**src/rtl/core_req_pkg.sv**
```systemverilog
// Purpose: shared types for the core request engine (opcodes, FSM states, command layout).
// Latency: n/a (types and pure functions only).
// Backpressure: n/a.
package core_req_pkg;

  // Default field widths of a queued command (match the engine's default parameters)
  localparam int CMD_ADDR_W  = 32;
  localparam int CMD_DATA_W  = 8;
  localparam int CMD_DELAY_W = 8;

  // Command opcodes as carried on cmd_op; code 3 is reserved and consumed as a no-op
  typedef enum logic [1:0] {
    OP_READ  = 2'd0,
    OP_WRITE = 2'd1,
    OP_FLUSH = 2'd2,
    OP_NOP   = 2'd3
  } op_e;

  // Issue FSM states
  typedef enum logic [1:0] {
    ST_IDLE  = 2'd0,
    ST_ISSUE = 2'd1,
    ST_DELAY = 2'd2
  } state_e;

  // Command layout at default widths, for sequencers that build commands in software-like code
  typedef struct packed {
    op_e                    op;
    logic [CMD_ADDR_W-1:0]  addr;
    logic [CMD_DATA_W-1:0]  data;
    logic [CMD_DELAY_W-1:0] delay;
  } cmd_t;

  // True for opcodes that produce a cache request; NOP is popped and dropped
  function automatic logic op_issues(input op_e op);
    return (op != OP_NOP);
  endfunction

endpackage

```
**src/rtl/core_cmd_fifo.sv**
```systemverilog
// Purpose: circular command buffer of DEPTH entries holding an arbitrary packed type.
// Latency: push visible at the head one cycle after the push edge; head read combinationally.
// Backpressure: full is derived from the registered count only; no same-cycle bypass when full.
module core_cmd_fifo #(
  parameter int  DEPTH = 8,
  parameter type T     = logic [7:0]
) (
  input  logic                     clk,
  input  logic                     rst,
  input  logic                     push,
  input  T                         push_dat,
  input  logic                     pop,
  output T                         pop_dat,
  output logic                     full,
  output logic                     empty,
  output logic [$clog2(DEPTH):0]   count
);

  localparam int PTR_W = $clog2(DEPTH);
  localparam logic [PTR_W-1:0] PTR_ONE = PTR_W'(1);
  localparam logic [PTR_W:0]   CNT_ONE = (PTR_W + 1)'(1);
  localparam logic [PTR_W:0]   CNT_MAX = (PTR_W + 1)'(DEPTH);

  T                 mem [DEPTH];
  logic [PTR_W-1:0] wr_ptr;
  logic [PTR_W-1:0] rd_ptr;

  // Pointers wrap naturally because DEPTH is a power of two; count tracks occupancy
  always_ff @(posedge clk) begin
    if (rst) begin
      wr_ptr <= '0;
      rd_ptr <= '0;
      count  <= '0;
    end else begin
      if (push) wr_ptr <= wr_ptr + PTR_ONE;
      if (pop)  rd_ptr <= rd_ptr + PTR_ONE;
      case ({push, pop})
        2'b10:   count <= count + CNT_ONE;
        2'b01:   count <= count - CNT_ONE;
        default: count <= count;
      endcase
    end
  end

  // Storage needs no reset: stale entries are unreachable once the pointers clear
  always_ff @(posedge clk) begin
    if (push) mem[wr_ptr] <= push_dat;
  end

  assign pop_dat = mem[rd_ptr];
  assign full    = (count == CNT_MAX);
  assign empty   = (count == '0);

endmodule

```
**src/rtl/core_req_engine.sv**
```systemverilog
// Purpose: queues READ/WRITE/FLUSH commands and issues them one at a time to a cache core port; optional read-data checking under CORE_REQ_CHECK_EN.
// Latency: command into an empty queue at edge E drives req_valid after E+1; after a handshake req_valid stays low cmd_delay+1 cycles.
// Backpressure: cmd_ready = !full from the registered count; the request is held stable until req_ready.
module core_req_engine
  import core_req_pkg::*;
#(
  parameter int ADDR_W  = 32,
  parameter int DATA_W  = 8,
  parameter int DEPTH   = 8,
  parameter int DELAY_W = 8,
  parameter int CNT_W   = 16
) (
  input  logic               clk,
  input  logic               rst,
  input  logic               cmd_valid,
  output logic               cmd_ready,
  input  logic [1:0]         cmd_op,
  input  logic [ADDR_W-1:0]  cmd_addr,
  input  logic [DATA_W-1:0]  cmd_data,
  input  logic [DELAY_W-1:0] cmd_delay,
  output logic               req_valid,
  output logic               req_write,
  output logic               req_flush_all,
  output logic [ADDR_W-1:0]  req_addr,
  output logic [DATA_W-1:0]  req_wdata,
  input  logic               req_ready,
  input  logic [DATA_W-1:0]  req_rdata,
  output logic               rsp_valid,
  output logic [ADDR_W-1:0]  rsp_addr,
  output logic [DATA_W-1:0]  rsp_rdata,
  output logic               busy,
  output logic [CNT_W-1:0]   issued_cnt,
  output logic               err_valid,
  output logic [CNT_W-1:0]   err_cnt
);

  localparam int FCNT_W = $clog2(DEPTH) + 1;

  // Command layout at this instance's widths
  typedef struct packed {
    op_e                op;
    logic [ADDR_W-1:0]  addr;
    logic [DATA_W-1:0]  data;
    logic [DELAY_W-1:0] delay;
  } req_cmd_t;

  state_e             state_q;
  state_e             state_d;
  req_cmd_t           fifo_in;
  req_cmd_t           fifo_head;
  req_cmd_t           cur_q;
  logic               fifo_push;
  logic               fifo_pop;
  logic               fifo_full;
  logic               fifo_empty;
  logic [FCNT_W-1:0]  fifo_count;
  logic [DELAY_W-1:0] dly_q;
  logic               in_issue;
  logic               complete;
  logic               cur_is_read;

  assign fifo_in = '{op: op_e'(cmd_op), addr: cmd_addr, data: cmd_data, delay: cmd_delay};

  core_cmd_fifo #(
    .DEPTH (DEPTH),
    .T     (req_cmd_t)
  ) u_fifo (
    .clk      (clk),
    .rst      (rst),
    .push     (fifo_push),
    .push_dat (fifo_in),
    .pop      (fifo_pop),
    .pop_dat  (fifo_head),
    .full     (fifo_full),
    .empty    (fifo_empty),
    .count    (fifo_count)
  );

  // FSM state register
  always_ff @(posedge clk) begin
    if (rst) state_q <= ST_IDLE;
    else     state_q <= state_d;
  end

  // Next state: pop in IDLE, wait for the handshake in ISSUE, count out the idle gap in DELAY
  always_comb begin
    state_d = state_q;
    case (state_q)
      ST_IDLE: begin
        if (!fifo_empty && op_issues(fifo_head.op)) state_d = ST_ISSUE;
      end
      ST_ISSUE: begin
        if (req_ready) state_d = (cur_q.delay != '0) ? ST_DELAY : ST_IDLE;
      end
      ST_DELAY: begin
        if (dly_q <= DELAY_W'(1)) state_d = ST_IDLE;
      end
      default: state_d = ST_IDLE;
    endcase
  end

  // Outputs and strobes: request fields are only driven while a request is outstanding
  always_comb begin
    in_issue      = (state_q == ST_ISSUE);
    complete      = in_issue && req_ready;
    cur_is_read   = (cur_q.op == OP_READ);
    fifo_pop      = (state_q == ST_IDLE) && !fifo_empty;
    cmd_ready     = !fifo_full;
    fifo_push     = cmd_valid && !fifo_full;
    req_valid     = in_issue;
    req_write     = in_issue && (cur_q.op == OP_WRITE);
    req_flush_all = in_issue && (cur_q.op == OP_FLUSH);
    req_addr      = in_issue ? cur_q.addr : '0;
    req_wdata     = (in_issue && (cur_q.op == OP_WRITE)) ? cur_q.data : '0;
    busy          = (state_q != ST_IDLE) || (fifo_count != '0);
  end

  // Datapath: latch popped command, run the gap counter, count handshakes, capture read returns
  always_ff @(posedge clk) begin
    if (rst) begin
      cur_q      <= '0;
      dly_q      <= '0;
      issued_cnt <= '0;
      rsp_valid  <= 1'b0;
      rsp_addr   <= '0;
      rsp_rdata  <= '0;
    end else begin
      if (fifo_pop) cur_q <= fifo_head;

      if (complete)                    dly_q <= cur_q.delay;
      else if (state_q == ST_DELAY)    dly_q <= dly_q - DELAY_W'(1);

      if (complete && (issued_cnt != {CNT_W{1'b1}}))
        issued_cnt <= issued_cnt + CNT_W'(1);

      rsp_valid <= complete && cur_is_read;
      if (complete && cur_is_read) begin
        rsp_addr  <= cur_q.addr;
        rsp_rdata <= req_rdata;
      end
    end
  end

`ifdef CORE_REQ_CHECK_EN
  logic rd_mismatch;
  assign rd_mismatch = complete && cur_is_read && (req_rdata != cur_q.data);

  // Flag read data that differs from the value queued with the command
  always_ff @(posedge clk) begin
    if (rst) begin
      err_valid <= 1'b0;
      err_cnt   <= '0;
    end else begin
      err_valid <= rd_mismatch;
      if (rd_mismatch && (err_cnt != {CNT_W{1'b1}}))
        err_cnt <= err_cnt + CNT_W'(1);
    end
  end
`else
  assign err_valid = 1'b0;
  assign err_cnt   = '0;
`endif

endmodule

```
**config.mk**
```make
export PLATFORM = sky130hd
export DESIGN_NAME = core_req_engine
export DESIGN_NICKNAME = d
export VERILOG_FILES = /design/src/rtl/core_req_pkg.sv /design/src/rtl/core_cmd_fifo.sv /design/src/rtl/core_req_engine.sv
export SDC_FILE = /design/constraint.sdc
export NUM_CORES = 1
export LEC_CHECK = 0
export CORE_ASPECT_RATIO = 1.1
export CORE_MARGIN = 8
export CORE_UTILIZATION = 56
export DETAILED_ROUTE_END_ITERATION = 8
export GPL_TIMING_DRIVEN = 0
export PLACE_DENSITY = 0.79
export SLEW_MARGIN = 20
export SYNTH_ARGS = -nofsm -noshare
export SYNTH_HDL_FRONTEND = slang
export SYNTH_SLANG_ARGS = --single-unit
```
**constraint.sdc**
```tcl
create_clock -name clk -period 11.46 [get_ports clk]
set_clock_uncertainty 0.05 [all_clocks]
set_input_delay 2.292 -clock clk [delete_from_list [all_inputs] [get_ports clk]]
set_output_delay 2.292 -clock clk [all_outputs]
set_load 0.02 [all_outputs]
```
# Word-level counts from Yosys, hierarchy flattened
# Memory sizes are Yosys's and may differ from the RTL's. A register that Yosys moved wholly into a read port is not among the register bits.
# Cells that the tools add are included.
dict set report totals {
  ff_bits 127
  ramBits 400
  out_inout_bits 119
  memories 1
}
dict set report op_classes {
  addsub 6
  n_lt_le_gt_ge 1
  eq_ne 12
  muxes 14
  n_reduce_logical 20
}
# name depth width rd rd_ports_with_merged_regs write_ports line
set memory_table {}
lappend memory_table {u_fifo.mem 8 50 1 1 1 core_cmd_fifo.sv:24} ;# T mem [DEPTH];
# op n
set ops {}
lappend ops {{$mux 32} 1}
lappend ops {{$mux 8} 3}
lappend ops {{$add 16x1->16 const B} 1}
lappend ops {{$ne 16x16->1 const B} 1}
lappend ops {{$le 8x1->1 const B} 1}
lappend ops {{$logic_and 1x1->1} 8}
lappend ops {{$mux 2} 4}
lappend ops {{$pmux 4 s2} 1}
lappend ops {{$reduce_bool 8->1} 1}
lappend ops {{$sub 8x1->8 const B} 1}
lappend ops {{$add 3x1->3 const B} 2}
lappend ops {{$eq 2x1->1 const B} 3}
lappend ops {{$eq 2x2->1 const B} 3}
lappend ops {{$mux 3} 2}
lappend ops {{$ne 2x2->1 const B} 3}
lappend ops {{$pmux 2 s3} 1}
lappend ops {{$reduce_bool 2->1} 3}
lappend ops {{$add 4x1->4 const B} 1}
lappend ops {{$eq 4x4->1 const B} 1}
lappend ops {{$logic_not 2->1} 2}
lappend ops {{$logic_not 4->1} 1}
lappend ops {{$reduce_bool 4->1} 1}
lappend ops {{$sub 4x1->4 const B} 1}
lappend ops {{$reduce_and 3->1} 1}
lappend ops {{other kinds (4)} 6}

# Logic depth before layout (Yosys ltp)
# Gate-level depths: netlist of the first run.
dict set report logic_depth {
  ltp_word 5
  mapped_depth 12
}

# Modules after synthesis
# Synthesis of the first run repeated with hierarchy kept, for this count alone.
dict set report unflattened {
  cells_unflattened 1282
  area_unflattened_um2 20911.3
}
# module instances cells_per_inst area_each_um2 seq_area_each_um2
set by_module_without_submodules {}
lappend by_module_without_submodules {core_cmd_fifo 1 650 16021.6 12271.8}
lappend by_module_without_submodules {core_req_engine 1 632 4889.7 2342.2}

# Least setup slack after synthesis of the first run
# No wires, ideal clock.
dict set report synth_path {
  kind {input to register}
  startpoint {input cmd_valid}
  endpoint {memory u_fifo.mem[0][0] (netlist bit), enable pin}
  setup_time_ns 0.582
  arrival_time_ns 7.227
  required_ns 10.828
  setup_slack_ns 3.602
  path_stages 2
  n_path_buf 0
  cell_sequence {nand2_1 nor4_1}
}
dict set report synth_via {
  elab_chain_cells 3
}
# element line
set synth_rtl {}
lappend synth_rtl {{start: declaration} core_req_engine.sv:15} ;# input logic cmd_valid,
lappend synth_rtl {{$logic_and 1x1->1} core_req_engine.sv:109} ;# fifo_push = cmd_valid && !fifo_full;
lappend synth_rtl {{$mux 1} core_cmd_fifo.sv:47} ;# if (push) mem[wr_ptr] <= push_dat;
lappend synth_rtl {{$mux 1 (not written as such)} core_cmd_fifo.sv:47}
lappend synth_rtl {{end: declaration} core_cmd_fifo.sv:24}
# Every way passes these cells.

# Worst setup path after layout of the first run
dict set report layout_path {
  startpoint {register state_q[1]}
  endpoint {output req_addr[9]}
}
dict set report layout_via {
  elab_chain_cells 2
}
# element line
set layout_rtl {}
lappend layout_rtl {{start: declaration} core_req_engine.sv:47} ;# state_e state_q;
lappend layout_rtl {{start signal: assignment} core_req_engine.sv:82} ;# else state_q <= state_d;
lappend layout_rtl {{$eq 2x1->1} core_req_engine.sv:104} ;# in_issue = (state_q == ST_ISSUE);
lappend layout_rtl {{$mux 32} core_req_engine.sv:113} ;# req_addr = in_issue ? cur_q.addr : '0;
lappend layout_rtl {{end: declaration} core_req_engine.sv:24} ;# output logic [ADDR_W-1:0] req_addr,
# Every way passes these cells.

==> impl_metrics.json, run 1 <==
{
  "critPathTopFamily": "buffers and inverters",
  "drt_first_pass_iters": 5,
  "cts_tree": "yes",
  "hold_viol": 0,
  "clk_path_buf_depth": 3,
  "synth_top_area_share_pct": 59.1,
  "slowest_stage": "clkdlybuf4s50_1",
  "drtIter0Drc": 1099,
  "max_stage_delay_ns": 0.65,
  "initial_core_util_pct": 56.5,
  "ys_types": 46,
  "std_cell_rows": 73,
  "grtUsageTotal_pct": 22.6,
  "syn2layout_area_growth_pct": 22.5,
  "vias": 11900,
  "drc": 0,
  "synth_ff_type": "edfxtp_1",
  "power.leakage_nw": 8.16,
  "grt_pass1_wl_um": 72700,
  "gr-max-usage-layer": "met2",
  "hp-class": "reg -> reg",
  "gp_congestion": 0.845,
  "synth_mux_area_share_pct": 13.7,
  "fp.coreArea_um2": 36000,
  "finalPower_mw": 5.20,
  "synth_edf_count": 400,
  "hold_depth": 2,
  "startpoint_type": "register",
  "final_util_pct": 69.2,
  "avgSynthCellArea_um2": 16.8,
  "synth_area_leaders": "edfxtp_1, dfxtp_1, mux4_2, mux2i_1, a211oi_1",
  "place_ws_ns": 6.48,
  "die_area_um2": 42700,
  "use_met3_pct": 4.28,
  "cts.sinks": 530,
  "finalMaxSlewViolations": 0,
  "fin_crit_sh_pct": 45.2,
  "grt.met2_usage_pct": 37.8,
  "fmax_ghz": 0.193,
  "cp_cell_sequence": "nand2b_1, inv_1, clkbuf_1, and2_1, clkdlybuf4s50_1",
  "tightest_slew_ns": 0.954,
  "finalSetupViolations": 0,
  "drt-total-wl_um": 49100,
  "slew_headroom_pct": 36.4,
  "cts-root-buf": "clkbuf_16",
  "power_density_nw_per_um2": 209,
  "ctsResizeCount": 0,
  "die_w_um": 198,
  "dp_cells": 1926,
  "synthSimpleGateAreaFrac_pct": 6.42,
  "vdd_ir_drop_max_uv": 140,
  "cap_viol_max_count": 0,
  "syn_area_um2": 20300,
  "critPathBufInv": 3,
  "grt_max_degree": 21,
  "worstSetupPathDepth": 5,
  "worstSetupPathType": "reg -> out",
  "cts_buffers": 49,
  "rsz0062_at_grt": "no",
  "drive_gt1_share_pct": 19.1,
  "path_max_fanout": 10,
  "gr-usage-met1_pct": 28.6,
  "finalNonFillerCells": 2021,
  "io_buffers": 162,
  "final_nets": 1560,
  "cts.clk_slew.worst_paths_ns": 0.06,
  "rr_worst_depth": 12,
  "antenna_found_initial": 4,
  "ys_seq_elements": 530,
  "status": "complete, no violations",
  "yosysTopAreaCell": "edfxtp_1",
  "netlist_instances": 1211,
  "io_pins": 181,
  "synthAdderAreaFrac_pct": 0.492,
  "insertion_delay_ns": 0.58,
  "synthArstFlopShare_pct": 0,
  "die_y_um": 216,
  "detail-route-antenna-nets": 0,
  "ys_seq_area_share_pct": 71.9,
  "dp.final_hpwl_um": 33100,
  "yosys_warnings": 0,
  "hold_buffers": 0,
  "post_cts_buffers": 0,
  "wire_per_inst_um": 24.3,
  "htreeDepth": 2,
  "crit_required_ns": 9.12,
  "vias_per_cell": 5.90,
  "n_fill_cell": 2287,
  "fin_ws_ns": 6.28,
  "grt-ovfl-total": 0,
  "arrival_ns": 2.84,
  "synthXorXnorAreaFrac_pct": 1.16,
  "synth_top_family_by_area": "multiplexers",
  "grt_pass1_vias": 12300,
  "synth_compound_area_share_pct": 3.88,
  "cp-end-kind": "output pin",
  "finalCriticalPeriod_ns": 5.18
}
## cell type report
cell class / instances / area [um2] / share of cell area [%]
clock inverters: 27 / 317 / 1.27
multi-input cells: 606 / 5330 / 21.4
flip-flops and latches: 530 / 14600 / 58.7
well taps: 487 / 609 / 2.45
inverters: 4 / 15.0 / 0.0603
clock buffers: 65 / 1380 / 5.53
repair buffers: 212 / 2160 / 8.65
plain buffers: 87 / 483 / 1.94
diodes: 3 / 7.51 / 0.0301
## synth_stat cells (2+ instances only)
| cell type | instances |
|---|---|
| clkbuf_1 | 34 |
| or3_1 | 6 |
| a2111oi_0 | 2 |
| o211ai_1 | 4 |
| a211oi_1 | 55 |
| buf_4 | 25 |
| and2_1 | 42 |
| buf_2 | 20 |
| nor3b_1 | 2 |
| nor4_1 | 4 |
| mux4_2 | 100 |
| mux2i_1 | 53 |
| nor4_2 | 2 |
| and3_1 | 4 |
| nor2_1 | 89 |
| nand2b_1 | 4 |
| nor3_1 | 11 |
| nor3_2 | 2 |
| nor2b_1 | 2 |
| buf_1 | 3 |
| o2111ai_1 | 3 |
| nor2_2 | 2 |
| edfxtp_1 | 400 |
| a21oi_1 | 46 |
| inv_1 | 4 |
| nand4_1 | 6 |
| o21ai_0 | 7 |
| buf_6 | 3 |
| xor2_1 | 22 |
| dfxtp_1 | 130 |
| xnor2_1 | 5 |
| nand3_1 | 9 |
| ha_1 | 8 |
| nand2_1 | 90 |
## worst register-to-register path, cell delays in order, from the launching register on
cell and delay, ns:
dfxtp_1 0.30, buf_2 0.17, nor4_2 0.08, nor3_2 0.53
buf_2 0.39, buf_2 0.34, ha_1 0.32, xor2_1 0.18
ha_1 0.16, a21oi_1 0.05, xor2_1 0.15, or3_1 0.31
a21oi_1 0.13
## metrics by stage
| stage | setup TNS [ns] | instance area [um2] | hold slack [ns] |
|---|---|---|---|
| global route | 0 | 24900 | 0.420 |
| global placement | -104.25 | 22600 | 0.392 |
| finish | 0 | 24900 | 0.403 |
| detailed placement | 0 | 23200 | 0.399 |
| floorplan | 0 | 20400 | 0.391 |
| CTS | 0 | 24900 | 0.407 |
## state kept, by name, summed over array words and instances, names as in the netlist, named ones only
name and flops:
u_fifo.rd_ptr 3, u_fifo.mem 400, cur_q 50, rsp_valid 1, u_fifo.wr_ptr 3, dly_q 8
issued_cnt 16, rsp_rdata 8, state_q 2, rsp_addr 32, u_fifo.count 4
## cell usage in the layout (no fill, tap or decap), drive strengths merged, types with 3 or more instances in the layout
cell type and n:
edfxtp 400, a21oi 46, xnor2 5, ha 8, nand2 90, diode 3, nand4 6, inv 6
dfxtp 130, buf 102, or3 6, bufinv 7, mux2i 53, clkinv 15, clkinvlp 3, conb 17
mux4 100, nand2b 4, and2 42, o21ai 9, nor3 13, and3 4, o211ai 4, nor4 6
clkbuf 100, xor2 22, a211oi 55, clkdlybuf4s50 162, o2111ai 3, nand3 9, nor2 91
## cell families after synthesis
logic type	Yosys count
flip-flops	530
AND/OR/NAND/NOR	279
adder cells (fa/ha/maj)	8
buffers and inverters	91
XOR/XNOR	27
multiplexers	153
other	1
AO/OA/AOI/OAI	122
## power breakdown
| part | total (mW) | internal (mW) | switching (mW) |
|---|---|---|---|
| logic | 1.15 | 0.499 | 0.651 |
| clock network | 1.70 | 1.01 | 0.693 |
| registers | 2.35 | 2.25 | 0.105 |
| total | 5.20 | 3.75 | 1.45 |
## final timing paths
path / start / end / slack [ns]
setup reg to reg: u_fifo.count[1]$_SDFFE_PP0P_ / u_fifo.count[2]$_SDFFE_PP0P_ / 8.23
hold reg to reg: rsp_rdata[2]$_SDFFE_PP0P_ / rsp_rdata[2]$_SDFFE_PP0P_ / 0.40
hold / removal: rsp_rdata[2]$_SDFFE_PP0P_ / rsp_rdata[2]$_SDFFE_PP0P_ / 0.40
setup / recovery: state_q[1]$_SDFFE_PP0P_ / req_addr[9] / 6.28
## layer usage
metal	wire length [um]	share of wire [%]
met1	18900	38
met5	22	0.045
met4	1930	3.9
met3	3810	7.8
met2	24500	50
Power figures use the tool's default switching activity.
==> run 2, diff against run 1 <==
==> constraint.sdc (replaced) <==
create_clock -name clk -period 4.9 [get_ports clk]
set_clock_uncertainty 0.05 [all_clocks]
set_input_delay 0.98 -clock clk [delete_from_list [all_inputs] [get_ports clk]]
set_output_delay 0.98 -clock clk [all_outputs]
set_load 0.02 [all_outputs]
==> run 2 against run 1 <==
  * Core utilization is 0.15 points higher
  * Setup slack worse by 5.4 ns
  * Sequential power is 130% higher
  * Power is 130% higher
  * Via count is 0.93% lower
  * First-iteration DRC count is 8.0% higher
  * Die area stayed put
  * Sequential share of layout area is 0.12 points lower
  * Hold slack hardly changed
  * Combinational power is 130% higher
  * Non-clock buffer count is 7 lower
  * Routed wire length is 1.4% lower
  * Critical path type unchanged
  * Critical endpoint is now req_addr[10]
  * Highest routed layer unchanged
==> impl_metrics.json, run 2 (synthesis gave the netlist of run 1 again) <==
{
  "finalCriticalPeriod_ns": 4.04,
  "cts_buffers": 49,
  "initial_core_util_pct": 56.5,
  "gp_congestion": 0.843,
  "antenna_found_initial": 6,
  "drt-total-wl_um": 48400,
  "worstSetupPathType": "reg -> out",
  "die_area_um2": 42700,
  "cts-root-buf": "clkbuf_16",
  "p_comb_share_pct": 22.0,
  "p_clk_share_pct": 32.9,
  "finalMaxSlewViolations": 0,
  "clk_path_buf_depth": 3,
  "dp_cells": 1919,
  "drtIter0Drc": 1187,
  "std_cell_rows": 73,
  "hold_ws_ns": 0.404,
  "finalNonFillerCells": 2013,
  "layout_common_cells": "edfxtp_1, clkdlybuf4s50_1, dfxtp_1",
  "hp-class": "reg -> reg",
  "hold_buffers": 0,
  "slew_headroom_pct": 37.2,
  "switching_share_pct": 27.9,
  "grt_pass1_vias": 11900,
  "cp-end-kind": "output pin",
  "place_ws_ns": 1.26,
  "crit_required_ns": 3.87,
  "post_cts_buffers": 0,
  "die_y_um": 216,
  "drt_first_pass_iters": 5,
  "vdd_ir_drop_max_uv": 320,
  "detail-route-antenna-nets": 0,
  "largest_register_ffs": 400,
  "dp.final_hpwl_um": 32600,
  "grtUsageTotal_pct": 22.3,
  "io_pins": 181,
  "finalPower_mw": 12.2,
  "wire_per_inst_um": 24.1,
  "fin_crit_sh_pct": 82.4,
  "reg_top3": "u_fifo.mem: 400 flops, cur_q: 50 flops, rsp_addr: 32 flops",
  "htreeDepth": 2,
  "switchingPower_mw": 3.40,
  "cts.sinks": 530,
  "cts_tree": "yes",
  "syn2layout_area_growth_pct": 22.8,
  "cap_viol_max_count": 0,
  "insertion_delay_ns": 0.57,
  "drc": 0,
  "hold_viol": 0,
  "grt_max_degree": 21,
  "grt-ovfl-total": 0,
  "startpoint_type": "register",
  "final_util_pct": 69.4,
  "cts.clk_slew.worst_paths_ns": 0.06,
  "fmax_ghz": 0.248,
  "rsz0062_at_grt": "no",
  "drive_gt1_share_pct": 18.9,
  "regMostFlops": "u_fifo.mem",
  "fp.coreArea_um2": 36000,
  "path_max_fanout": 10,
  "power.leakage_nw": 8.15,
  "n_fill_cell": 2267,
  "io_buffers": 162,
  "final_nets": 1553,
  "power_density_nw_per_um2": 488,
  "vias": 11800,
  "finalSetupViolations": 0,
  "final_common_cell": "edfxtp_1",
  "ctsResizeCount": 0,
  "status": "complete, no violations",
  "p_seq_share_pct": 45.2,
  "arrival_ns": 3.01,
  "vias_per_cell": 5.87,
  "die_w_um": 198,
  "fin_ws_ns": 0.862,
  "internal_power_mw": 8.78,
  "tightest_slew_ns": 0.941,
  "grt_pass1_wl_um": 72000
}
run 2: changes by cell type in the layout (fill, tap and decap cells not counted), sizes merged:
cell and change:
inv -1, clkinv -1, diode -1, clkinvlp +2, buf -7
run 2: area by class of cell:
class / count / area [um2] / share of cell area (%)
clock buffer: 65 / 1380 / 5.52
tap: 487 / 609 / 2.44
inverter: 4 / 15.0 / 0.0601
sequential: 530 / 14600 / 58.5
multi-input combinational: 606 / 5350 / 21.4
buffer: 87 / 483 / 1.93
antenna: 2 / 5.00 / 0.0200
timing repair buffer: 205 / 2180 / 8.73
clock inverter: 27 / 333 / 1.33
run 2: worst max-delay path, cell delays in order, from the launching register on:
cell and delay, ns:
dfxtp_1 0.40, nand2b_1 0.22, inv_1 0.38, clkbuf_1 0.52
and2_1 0.29, clkdlybuf4s50_1 0.63
run 2: metrics by stage:
stage	area (um2)	TNS [ns]
2_1_floorplan	20400	-46.17
3_3_place_gp	22600	-1124.67
3_5_place_dp	23200	0
4_1_cts	25000	0
5_1_grt	25000	0
6_report	25000	0
run 2: path summary, 6_finish.rpt:
check	from	end	slack, ns	cells after the start
max	state_q[0]$_SDFFE_PP0P_	req_addr[10]	0.86	5
min	rsp_rdata[2]$_SDFFE_PP0P_	rsp_rdata[2]$_SDFFE_PP0P_	0.40	2
max reg2reg	u_fifo.count[1]$_SDFFE_PP0P_	u_fifo.count[2]$_SDFFE_PP0P_	1.70	12
min reg2reg	rsp_rdata[2]$_SDFFE_PP0P_	rsp_rdata[2]$_SDFFE_PP0P_	0.40	2
run 2: power by group through the flow:
stage / clock network (mW) / registers, mW / logic (mW)
global placement: 0 / 5.60 / 2.51
CTS: 4.04 / 5.50 / 2.69
finish: 4.00 / 5.50 / 2.68
global route: 4.20 / 5.53 / 2.89
detailed placement: 0 / 5.59 / 2.65
floorplan: 0 / 5.53 / 1.77
run 2: layer usage:
layer	wire length (um)	up-vias	GRT usage (%)
li1	-	5191	-
met5	52	-	0
met2	24200	570	37.3
met3	4170	79	4.59
met4	977	8	6.58
met1	19100	5969	29.1
